## config.mk

```make
export PLATFORM = sky130hd
export DESIGN_NAME = regfile_mp
export DESIGN_NICKNAME = d
export VERILOG_FILES = /design/src/rtl/regfile_mp.sv
export SDC_FILE = /design/constraint.sdc
export NUM_CORES = 2
export LEC_CHECK = 0
export ABC_AREA = 0
export BUFFER_PORTS_ARGS = -buffer_cell sky130_fd_sc_hd__buf_2
export CORE_ASPECT_RATIO = 0.6
export CORE_MARGIN = 1
export CORE_UTILIZATION = 35
export DETAILED_ROUTE_END_ITERATION = 12
export PLACE_DENSITY = 0.48
export SYNTH_ARGS = -nofsm -noshare
export SYNTH_HDL_FRONTEND = slang
export SYNTH_SLANG_ARGS = --single-unit
```

## constraint.sdc

```tcl
create_clock -name clk -period 10 [get_ports clk]
set_input_delay 2 -clock clk [delete_from_list [all_inputs] [get_ports clk]]
set_output_delay 2 -clock clk [all_outputs]
set_load 0.02 [all_outputs]
```

## src/rtl/regfile_mp.sv

```systemverilog
// regfile_mp: 2W/2R register file with x0 hardwired, write forwarding, busy scoreboard and sequential clear
module regfile_mp #(
  parameter int XLEN = 32,
  parameter int AW = 5,
  parameter int BYPASS = 1
) (
  input  logic            clk,
  input  logic            rst,
  input  logic            we0,
  input  logic            we1,
  input  logic [AW-1:0]   wa0,
  input  logic [AW-1:0]   wa1,
  input  logic [XLEN-1:0] wd0,
  input  logic [XLEN-1:0] wd1,
  input  logic [AW-1:0]   ra0,
  input  logic [AW-1:0]   ra1,
  output logic [XLEN-1:0] rd0,
  output logic [XLEN-1:0] rd1,
  output logic            busy0,
  output logic            busy1,
  input  logic            rsv_en,
  input  logic [AW-1:0]   rsv_addr,
  input  logic            clr_req,
  output logic            ready
);
  localparam int NREGS = 2 ** AW;
  localparam logic BYP = (BYPASS != 0);
  typedef enum logic {IDLE, CLEAR} state_t;
  state_t state, state_d;
  logic [XLEN-1:0] regs [NREGS];
  logic [NREGS-1:0] busy;
  logic [AW-1:0] cnt;
  logic w0, w1, rsv;
  logic h00, h01, h10, h11;
  assign ready = (state == IDLE);
  assign w0 = we0 && (wa0 != '0) && ready;
  assign w1 = we1 && (wa1 != '0) && ready;
  assign rsv = rsv_en && (rsv_addr != '0) && ready;
  // hNM: write port N hits read port M this cycle (only when forwarding is enabled)
  assign h00 = BYP && w0 && (wa0 == ra0);
  assign h10 = BYP && w1 && (wa1 == ra0);
  assign h01 = BYP && w0 && (wa0 == ra1);
  assign h11 = BYP && w1 && (wa1 == ra1);
  assign rd0 = h10 ? wd1 : h00 ? wd0 : regs[ra0];
  assign rd1 = h11 ? wd1 : h01 ? wd0 : regs[ra1];
  assign busy0 = busy[ra0] && !(h00 || h10);
  assign busy1 = busy[ra1] && !(h01 || h11);
  always_comb begin
    state_d = state;
    if (state == IDLE) state_d = clr_req ? CLEAR : IDLE;
    else state_d = (cnt == AW'(NREGS - 1)) ? IDLE : CLEAR;
  end
  always_ff @(posedge clk) begin
    if (!rst) begin
      for (int i = 0; i < NREGS; i++) regs[i] <= '0;
      busy <= '0;
      cnt <= '0;
      state <= IDLE;
    end else begin
      state <= state_d;
      if (state == CLEAR) begin
        regs[cnt] <= '0;
        busy[cnt] <= 1'b0;
        cnt <= (cnt == AW'(NREGS - 1)) ? '0 : cnt + 1'b1;
      end else begin
        if (clr_req) cnt <= AW'(1);
        if (w0) begin
          regs[wa0] <= wd0;
          busy[wa0] <= 1'b0;
        end
        if (w1) begin
          regs[wa1] <= wd1;
          busy[wa1] <= 1'b0;
        end
        if (rsv) busy[rsv_addr] <= 1'b1;
      end
    end
  end
endmodule

```

==> results.py <==
metrics = {
    "yosys": {
        "synthDistinctLibCells": 73,
        "synth_top_area_share_pct": 48.3,
        "synthTopCellsByArea": "edfxtp_1, mux4_2, a22o_1, nand2_1, clkbuf_1",
        "seq_area_frac_synth_pct": 49.5,
        "synth-edff-count": 1024,
        "netlist_area_sq_um": 63600,
        "synth-seq-cells": 1062,
        "synth_flop_cell": "edfxtp_1",
        "ys_warn_count": 0,
        "yosys.area.top_type": "edfxtp_1",
        "syn_inst": 5029,
        "syn_area_per_cell_sq_um": 12.7,
        "async_flop_share_pct": 0,
    },
    "setup_path": {
        "critPathKind": "in -> out",
        "worstPathRequired_ps": 8000,
        "worstReg2RegEnd": "regs[17][19]",
        "ff2ff_path_depth": 7,
        "worstPathCellList": "buf_2 > nand3b_1 > buf_4 > o22a_1 > o221ai_1 > or4_1 > a31oi_1 > buf_2",
        "max_stage_delay_ps": 850,
        "crit_top_cell": "buf_2",
        "r2r-start": "state",
        "crit_slowest_cell": "a31oi_1",
        "start_kind": "input pin",
        "crit_fanout": 22,
        "arrival_ps": 5930,
        "ff2ff_setup_slack_ps": 5600,
        "end_kind": "output port",
    },
    "sta": {
        "setup_slack_ps": 2070,
        "fin_crit_sh_pct": 79.3,
        "tightest_slew_ps": 1630,
        "period_needed_ps": 7930,
        "rsz0062_at_grt": "no",
        "setup_viol": 0,
        "max_slew_margin_pct": -9.49,
        "maxSlewViolCount": 6,
        "clock_skew_ps": 53.8,
        "fmax_mhz": 126,
        "fin_setup_tns_ps": 0,
        "hold_viol": 0,
    },
    "finish": {
        "drive_gt1_share_pct": 24.1,
        "syn_to_final_growth_pct": 10.9,
        "fin_cells": 7321,
        "utilization_pct": 39.3,
        "layout_common_cells": "edfxtp_1, nand2_1, mux4_2, a22o_1, o21ai_0",
        "layout.nets": 4929,
        "layout_commonest_cell": "edfxtp_1",
    },
    "global_route": {
        "antenna_found_initial": 36,
        "grt_pass1_wl_mm": 426,
        "grt_pass1_vias": 48000,
        "globalRouteOverflowTotal": 0,
        "grt_max_degree": 101,
        "grt.total_usage_pct": 33.7,
    },
    "place": {
        "gp_congestion": 0.996,
        "post-place-ws_ps": 2160,
        "placed_cells": 7094,
        "hpwl_mm": 187,
        "place.port_buffers": 161,
    },
    "floorplan": {
        "die_height_um": 332,
        "core_sq_um": 179000,
        "initial_utilization_pct": 35.5,
        "io_pins": 162,
        "rows": 120,
        "die_area_sq_um": 184000,
        "dieWidth_um": 552,
    },
    "detailed_routing": {
        "postRouteAntennaNets": 0,
        "vias": 52400,
        "wl_mm": 317,
        "wire_per_inst_um": 43.3,
        "first_pass_iters": 6,
        "via_per_inst": 7.16,
        "drtIter0Drc": 9699,
        "drc": 0,
    },
    "status": {
        "violations": "capacitance limit, slew limit",
        "outcome": "complete, but fails checks",
    },
    "worst_hold_path": {
        "min_from": "busy[0]",
        "hold-path-cell-count": 2,
        "whs_endpoint": "busy[0]",
        "hp-class": "reg -> reg",
    },
    "clock_network": {
        "root_buffer": "clkbuf_16",
        "numCtsBuffers": 111,
        "cts_setup_buffers": 0,
        "cts_htree_levels": 3,
        "cts.sink_count": 1062,
        "clockBufferDepth": 3,
        "cts_hold_buf": 0,
        "cts_tree": "built",
        "cts.clk_slew.worst_paths_ps": 60,
        "cts_resized": 0,
        "clk_latency_ps": 790,
    },
    "power_and_ir_drop": {
        "leakagePower_nw": 23.0,
        "p_switching_w": 0.00327,
        "seqPwrFrac_pct": 46.1,
        "p_per_area_nw_per_um2": 159,
        "vdd_drop_max_v": 0.000140,
        "p_comb_share_pct": 15.6,
        "sw_frac_of_total_pct": 29.1,
        "cellInternalPower_w": 0.00797,
        "pwr-share-clk_pct": 38.3,
    },
    "run": {
        "drv_cap": 3,
    },
}
logic make-up after synthesis:
kind of cell / after synthesis / share of synthesized area [%]
other: 1 / 0.00589
multiplexers: 552 / 19.1
AO/OA/AOI/OAI: 1468 / 17.8
adder cells (fa/ha/maj): 5 / 0.0983
AND/OR/NAND/NOR: 1190 / 8.62
flip-flops: 1062 / 49.5
XOR/XNOR: 20 / 0.275
buffers and inverters: 731 / 4.57
worst max-delay path, delay by kind of cell:
kind / cells / cell delay (ps)
simple gates: 2 / 1230
buf+inv: 3 / 1290
compound gates: 3 / 1350
registers in the layout (all words and copies together) (netlist names):
| name | cells |
|---|---|
| cnt | 5 |
| busy | 32 |
| state | 1 |
| regs | 1024 |
metal layers:
metal | GRT usage (%) | routed length [um]
met4 | 10.5 | 10700
met2 | 43.8 | 122000
met5 | 0.258 | 318
met3 | 16.8 | 54900
met1 | 48.2 | 129000
worst max path at each step:
stage | from | end | cells after the start
2_1_floorplan | wa0[2] | regs[18][0] | 7
3_3_place_gp | ra0[1] | rd0[27] | 8
3_5_place_dp | ra0[1] | rd0[27] | 8
4_1_cts | ra0[1] | rd0[27] | 8
5_1_grt | ra0[1] | rd0[13] | 8
6_report | ra0[4] | rd0[27] | 8
synthesized netlist by cell type (all sizes together) (5+ instances only):
library cell,number
a211oi,128
a21oi,17
a221oi,5
a22o,416
a31oi,65
a32o,64
and3,15
buf,144
clkbuf,574
dfxtp,38
edfxtp,1024
ha,5
inv,12
mux2,6
mux2i,17
mux4,529
nand2,713
nand2b,18
nand3,21
nand3b,15
nand4,20
nor2,128
nor2b,126
nor3,20
nor3b,16
o211a,12
o211ai,46
o21ai,360
o221ai,65
o22a,62
o22ai,12
o31ai,163
o41ai,33
or2,8
or3,7
or4,62
xor2,16
metrics by stage:
stage	power (W)	area [sq um]	hold slack [ps]
after detailed placement	0.00694	66900	470
after CTS	0.0112	70500	480
final	0.0112	70600	483
after global placement	0.00693	66900	455
after floorplan	0.00618	63700	429
after global routing	0.0114	70600	517
power by group through the flow:
| stage | Clock [W] | Combinational (W) | Sequential, W |
|---|---|---|---|
| final | 0.00431 | 0.00176 | 0.00518 |
| after global routing | 0.00446 | 0.00177 | 0.00520 |
| after CTS | 0.00431 | 0.00168 | 0.00517 |
| after detailed placement | 0 | 0.00168 | 0.00526 |
| after global placement | 0 | 0.00168 | 0.00526 |
| after floorplan | 0 | 0.000957 | 0.00523 |
area by class of cell:
cell class | count | area, sq um
inverters | 13 | 48.8
well taps | 2379 | 2980
multi-input cells | 3267 | 29900
clock inverters | 70 | 613
diodes | 20 | 50.0
repair buffers | 374 | 2580
fillers | 16700 | 109000
clock buffers | 136 | 2940
flip-flops and latches | 1062 | 31500
Power figures use the tool's default switching activity.
